File: config.mk
export PLATFORM = sky130hd
export DESIGN_NAME = cv32e40p_apu_arbiter
export DESIGN_NICKNAME = d
export VERILOG_FILES = /design/src/rtl/cv32e40p_apu_core_pkg.sv /design/src/rtl/cv32e40p_apu_id_fifo.sv /design/src/rtl/cv32e40p_apu_arbiter.sv
export SDC_FILE = /design/constraint.sdc
export NUM_CORES = 1
export LEC_CHECK = 0
export BUFFER_PORTS_ARGS = -buffer_cell sky130_fd_sc_hd__buf_4
export CORE_AREA = 2 2 171 173
export DETAILED_ROUTE_END_ITERATION = 8
export DIE_AREA = 0 0 173 175
export PLACE_DENSITY_LB_ADDON = 0.25
export SLEW_MARGIN = 25
export SYNTH_ARGS = -nofsm -noshare
export SYNTH_HDL_FRONTEND = slang
export SYNTH_SLANG_ARGS = --single-unit
File: constraint.sdc
create_clock -name clk_i -period 6.6 [get_ports clk_i]
set_clock_uncertainty 0.15 [all_clocks]
set_input_delay 0 -clock clk_i [delete_from_list [all_inputs] [get_ports clk_i]]
set_output_delay 0 -clock clk_i [all_outputs]
set_load 0.01 [all_outputs]
File: src/rtl/cv32e40p_apu_core_pkg.sv
// APU interface constants shared by the core and the APU arbiter, plus
// the arbiter FSM state type and a small width helper.
package cv32e40p_apu_core_pkg;

  localparam int APU_NARGS_CPU    = 3;
  localparam int APU_WOP_CPU      = 6;
  localparam int APU_NDSFLAGS_CPU = 15;
  localparam int APU_NUSFLAGS_CPU = 5;

  typedef enum logic {ARB, HOLD} apu_arb_state_e;

  // Index width that stays at least one bit for single-entry ranges.
  function automatic int id_width(input int n);
    return (n > 1) ? $clog2(n) : 1;
  endfunction

endpackage

File: src/rtl/cv32e40p_apu_id_fifo.sv
// In-order FIFO of requester IDs for APU transactions awaiting a response.
// Pushes when full and pops when empty are ignored.
module cv32e40p_apu_id_fifo
  import cv32e40p_apu_core_pkg::*;
#(
  parameter int DEPTH = 2,
  parameter int WIDTH = 1
) (
  input  logic             clk,
  input  logic             rst,
  input  logic             push,
  input  logic [WIDTH-1:0] wdata,
  input  logic             pop,
  output logic [WIDTH-1:0] rdata,
  output logic             full,
  output logic             empty
);

  localparam int PW = id_width(DEPTH);
  localparam int CW = $clog2(DEPTH) + 1;

  logic [WIDTH-1:0] mem [DEPTH];
  logic [PW-1:0]    wptr;
  logic [PW-1:0]    rptr;
  logic [CW-1:0]    count;
  logic             do_push;
  logic             do_pop;

  function automatic logic [PW-1:0] ptr_inc(input logic [PW-1:0] p);
    return (p == PW'(DEPTH - 1)) ? '0 : p + 1'b1;
  endfunction

  assign do_push = push & ~full;
  assign do_pop  = pop & ~empty;
  assign full    = (count == CW'(DEPTH));
  assign empty   = (count == '0);
  assign rdata   = mem[rptr];

  // Pointer and occupancy bookkeeping.
  always_ff @(posedge clk) begin
    // NOTE: state updates use non-blocking assignments so every register samples pre-edge values.
    if (rst) begin
      wptr  <= '0;
      rptr  <= '0;
      count <= '0;
    end else begin
      if (do_push) wptr <= ptr_inc(wptr);
      if (do_pop)  rptr <= ptr_inc(rptr);
      case ({do_push, do_pop})
        2'b10:   count <= count + 1'b1;
        2'b01:   count <= count - 1'b1;
        default: count <= count;
      endcase
    end
  end

  // Entry storage.
  always_ff @(posedge clk) begin
    // NOTE: storage is not reset; an entry is only read after a push has written it.
    if (do_push) mem[wptr] <= wdata;
  end

endmodule

File: src/rtl/cv32e40p_apu_arbiter.sv
// Shares one APU among NREQ requesters: round-robin arbitration, selection
// held stable while the APU withholds grant, responses routed back in order.
module cv32e40p_apu_arbiter
  import cv32e40p_apu_core_pkg::*;
#(
  parameter int NREQ            = 2,
  parameter int MAX_OUTSTANDING = 2
) (
  input  logic                                          clk_i,
  input  logic                                          rst_i,
  input  logic [NREQ-1:0]                               req_i,
  input  logic [NREQ-1:0][APU_NARGS_CPU-1:0][31:0]      operands_i,
  input  logic [NREQ-1:0][APU_WOP_CPU-1:0]              op_i,
  input  logic [NREQ-1:0][APU_NDSFLAGS_CPU-1:0]         flags_i,
  output logic [NREQ-1:0]                               gnt_o,
  output logic [NREQ-1:0]                               rvalid_o,
  output logic [31:0]                                   result_o,
  output logic [APU_NUSFLAGS_CPU-1:0]                   uflags_o,
  output logic                                          apu_req_o,
  output logic [APU_NARGS_CPU-1:0][31:0]                apu_operands_o,
  output logic [APU_WOP_CPU-1:0]                        apu_op_o,
  output logic [APU_NDSFLAGS_CPU-1:0]                   apu_flags_o,
  input  logic                                          apu_gnt_i,
  input  logic                                          apu_rvalid_i,
  input  logic [31:0]                                   apu_result_i,
  input  logic [APU_NUSFLAGS_CPU-1:0]                   apu_flags_i,
  output logic                                          err_o
);

  localparam int IDW = id_width(NREQ);

  apu_arb_state_e state_q, state_d;
  logic [IDW-1:0] rr_ptr_q, rr_ptr_d;
  logic [IDW-1:0] locked_sel_q, locked_sel_d;
  logic           err_q, err_d;

  logic [IDW-1:0] arb_sel;
  logic           arb_found;
  logic [IDW-1:0] sel;
  logic [IDW-1:0] head;
  logic           push;
  logic           pop;
  logic           full;
  logic           empty;
  logic           stray;
  logic           hold_drop;

  function automatic logic [IDW-1:0] rr_index(input logic [IDW-1:0] base, input int off);
    int s;
    s = int'(base) + off;
    if (s >= NREQ) s = s - NREQ;
    return IDW'(s);
  endfunction

  cv32e40p_apu_id_fifo #(
    .DEPTH(MAX_OUTSTANDING),
    .WIDTH(IDW)
  ) u_id_fifo (
    .clk  (clk_i),
    .rst  (rst_i),
    .push (push),
    .wdata(sel),
    .pop  (pop),
    .rdata(head),
    .full (full),
    .empty(empty)
  );

  // Round-robin search: first requesting index at or after rr_ptr.
  always_comb begin
    // NOTE: every combinational output gets a default first so no latch is inferred.
    arb_sel   = rr_ptr_q;
    arb_found = 1'b0;
    for (int i = 0; i < NREQ; i++) begin
      if (!arb_found && req_i[rr_index(rr_ptr_q, i)]) begin
        arb_found = 1'b1;
        arb_sel   = rr_index(rr_ptr_q, i);
      end
    end
  end

  // State register: FSM state, round-robin pointer, locked choice, sticky error.
  always_ff @(posedge clk_i) begin
    if (rst_i) begin
      state_q      <= ARB;
      rr_ptr_q     <= '0;
      locked_sel_q <= '0;
      err_q        <= 1'b0;
    end else begin
      state_q      <= state_d;
      rr_ptr_q     <= rr_ptr_d;
      locked_sel_q <= locked_sel_d;
      err_q        <= err_d;
    end
  end

  // Next-state logic: lock on a withheld grant, release on grant or dropped request.
  always_comb begin
    state_d      = state_q;
    rr_ptr_d     = rr_ptr_q;
    locked_sel_d = locked_sel_q;
    err_d        = err_q | stray | hold_drop;
    if (push) rr_ptr_d = rr_index(sel, 1);
    case (state_q)
      ARB: begin
        if (apu_req_o && !apu_gnt_i) begin
          state_d      = HOLD;
          locked_sel_d = arb_sel;
        end
      end
      HOLD: begin
        if (hold_drop || push) state_d = ARB;
      end
      default: state_d = ARB;
    endcase
  end

  // Outputs: request mux toward the APU, grant fan-out, response routing.
  always_comb begin
    sel            = (state_q == HOLD) ? locked_sel_q : arb_sel;
    apu_req_o      = 1'b0;
    gnt_o          = '0;
    rvalid_o       = '0;
    apu_operands_o = '0;
    apu_op_o       = '0;
    apu_flags_o    = '0;
    hold_drop      = (state_q == HOLD) && !req_i[locked_sel_q];
    stray          = apu_rvalid_i && empty;
    result_o       = apu_result_i;
    uflags_o       = apu_flags_i;

    // Nothing leaves the block while reset is asserted.
    if (!rst_i) begin
      if (state_q == HOLD) apu_req_o = req_i[locked_sel_q];
      else                 apu_req_o = (|req_i) && !full;
    end
    push = apu_req_o && apu_gnt_i;
    pop  = apu_rvalid_i && !empty && !rst_i;

    if (apu_req_o) begin
      apu_operands_o = operands_i[sel];
      apu_op_o       = op_i[sel];
      apu_flags_o    = flags_i[sel];
    end
    if (push) gnt_o[sel]     = 1'b1;
    if (pop)  rvalid_o[head] = 1'b1;
  end

  assign err_o = err_q;

endmodule

==> out/metrics.yaml <==
global_route.overflow_total: 0
dieArea_sq_um: 30300
clock_tree.htree_level_count: 1
stdcell_count: 1327
setup.worst_path.start_class: "register"
area_growth_syn_to_layout_pct: 78.7
critical_path.cell_chain: "nor3b_1, a2111o_2, buf_4, inv_1, nand3_1, ha_1, or3_1, a21oi_1"
grt_antenna_before_repair: 0
ys_dominant_reg_cell: "sky130_fd_sc_hd__dfxtp_1"
final.setup.tns_ns: 0
cts_repair_resize_count: 0
clockBufferDepth: 2
report.power.total_w: 0.000758
ys_types: 33
drt-total-wl_um: 23000
cp-end-kind: "register"
rsz_0062_raised_after_global_routing: "no"
via_count: 6695
synthCells: 658
iter_0_drt_violations: 383
chip_width_um: 173
gr-usage-all-layers: 0.136
design.final.nets: 1222
cts_made_buffers: 3
n_antenna_cell: 0
hold_buffers: 40
min_period_over_period: 0.485
slew_headroom: 0.366
timing.critical_path.required_ns: 6.62
drc_errors: 0
cpMaxStageDelayCell: "sky130_fd_sc_hd__dfxtp_4"
pin_count: 437
met1Wirelength_um: 9300
die_outline_height_um: 175
wl_met3_um: 1420
coreArea_sq_um: 28400
worst_path_largest_cell_delay_ns: 0.81
final-hold-violation-count: 0
cts_setup_buffers: 0
grt_start_max_net_pins: 94
hold_path.class: "in2reg"
floorplan.rows: 62
cell_area_after_synthesis_sq_um: 3890
synth_sequential_area_ratio: 0.0618
postRouteAntennaNets: 0
status: "completed"
uppermost_layer_routed: "met4"
drt_pass1_iterations: 5
max_slew.worst_pin.slew_ns: 0.951
peakVddDrop_v: 0.0000720
timing.critical_path.arrival_ns: 3.22
post_synthesis_net_count: 936
dpl.cell_count: 1283
timing.reg2reg.setup_slack_ns: 3.40
final_hold_slack_ns: 0.145
power.static_leakage_nw: 2.83
power-per-cell-area_nw_per_um2: 109
post_drt_via_cell_ratio: 5.05
synth-edff-count: 2
worst-setup-path-type: "reg2reg"
finalCriticalPeriod_ns: 3.20
syn-mean-instance-area_sq_um: 5.91
number_of_synthesized_register_bits: 11
dp_hpwl_um: 16200
port-buffer-count: 362
cts-root-buf: "sky130_fd_sc_hd__clkbuf_16"
grt_pass1_vias: 6295
final_layout_size_suffix_gt1_frac: 0.404
worstPathMaxFanout: 67
clkSinkCount: 11
tritoncts: "built"
placement.cell_area_sq_um: 6470
global_route_wire_length_before_repair_um: 34600
max_clock_freq_mhz: 313
post-route-cell-area_sq_um: 6950
met2_length_um: 11900
initial_core_util: 0.137
worstSkewPairLatency_ns: 0.24
cts.reportedPaths.clkPinSlew_ns: 0.04
max_cap_violations: 0
average_detailed_routed_wire_length_per_instance_um: 17.3
gpl.final_weighted_congestion: 0.797
drv_slew: 0
ys.warnings.count: 0
finalSetupViolations: 0
ys_async_sr_fraction: 0
-- report_power, final --
group,switching (W),internal [W],leakage (nW)
combinational,0.000284,0.000276,2.70
clock,0.0000305,0.0000812,0.0382
sequential,0.0000118,0.0000747,0.0931
total,0.000326,0.000432,2.83
-- cell type report --
class | instances | area (sq um)
Clock buffer | 4 | 78.8
Fill cell | 3236 | 21400
Inverter | 4 | 15.0
Multi-Input combinational cell | 513 | 2950
Sequential cell | 11 | 244
Tap cell | 384 | 480
Timing Repair Buffer | 411 | 3190
-- through the flow --
stage          utilization  setup slack (ns)
5_1_grt              0.245              3.19
6_report             0.245              3.40
4_1_cts              0.245              3.36
2_1_floorplan            -              4.38
3_5_place_dp         0.228              3.37
3_3_place_gp         0.228              3.39
-- layer usage --
metal  vias to the layer above  GRT usage
met4                         0     0.0226
met2                       308      0.251
met3                        20     0.0181
met1                      3185      0.171
li1                       3182          -
met5                         -          0
-- Yosys cell counts (4+ instances only) --
library cell / count / area [sq um]
sky130_fd_sc_hd__buf_2: 7 / 35.0
sky130_fd_sc_hd__clkbuf_1: 72 / 270
sky130_fd_sc_hd__buf_4: 38 / 285
sky130_fd_sc_hd__dfxtp_1: 9 / 180
sky130_fd_sc_hd__nor2_1: 12 / 45.0
sky130_fd_sc_hd__nor4_1: 118 / 738
sky130_fd_sc_hd__inv_1: 4 / 15.0
sky130_fd_sc_hd__o21ai_0: 5 / 25.0
sky130_fd_sc_hd__nor3_1: 235 / 1180
sky130_fd_sc_hd__o22ai_1: 117 / 732
sky130_fd_sc_hd__buf_6: 11 / 124
-- final timing paths --
kind                 startpoint                               to  depth (start not counted)
max          state_q$_SDFF_PP0_  u_id_fifo.count[1]$_SDFFE_PP0P_                          8
min                    req_i[0]                 err_o$_SDFF_PP0_                          4
max reg2reg  state_q$_SDFF_PP0_  u_id_fifo.count[1]$_SDFFE_PP0P_                          8
min reg2reg    err_o$_SDFF_PP0_                 err_o$_SDFF_PP0_                          2
-- cell usage in the layout (no fill, tap or decap), types with 2 or more instances in the layout --
master	n
sky130_fd_sc_hd__a21oi_1	2
sky130_fd_sc_hd__buf_4	371
sky130_fd_sc_hd__clkbuf_16	3
sky130_fd_sc_hd__dfxtp_1	8
sky130_fd_sc_hd__dlygate4sd3_1	40
sky130_fd_sc_hd__edfxtp_1	2
sky130_fd_sc_hd__inv_1	4
sky130_fd_sc_hd__mux2i_1	2
sky130_fd_sc_hd__nor2_1	12
sky130_fd_sc_hd__nor3_1	235
sky130_fd_sc_hd__nor4_1	118
sky130_fd_sc_hd__o21ai_0	4
sky130_fd_sc_hd__o22ai_1	117
sky130_fd_sc_hd__xor2_1	2
-- flip-flops by register name, summed over array words and instances, names as in the netlist, named ones only --
name	flops
locked_sel_q	1
u_id_fifo.wptr	1
u_id_fifo.mem	2
state_q	1
err_o	1
u_id_fifo.count	2
u_id_fifo.rptr	1
rr_ptr_q	1
-- worst max-delay path: cells and delay by family, from the launching register on --
kind                     cells  cell delay (ns)
flip-flops                   1             0.81
AND/OR/NAND/NOR              3             0.65
AO/OA/AOI/OAI                2             0.62
buffers and inverters        2             0.54
adder cells (fa/ha/maj)      1             0.35
-- kinds of logic (layout without fill, tap and decap cells) --
family | after synthesis | after routing | synth area share
buffers and inverters | 134 | 419 | 0.189
xor gates and xnor gates | 3 | 3 | 0.00676
AOI/OAI and AO/OA | 131 | 131 | 0.213
DFF | 11 | 11 | 0.0618
muxes | 2 | 2 | 0.00515
adders and majority gates | 1 | 1 | 0.00322
and+or+nand+nor | 376 | 376 | 0.521
Power figures use the tool's default switching activity.
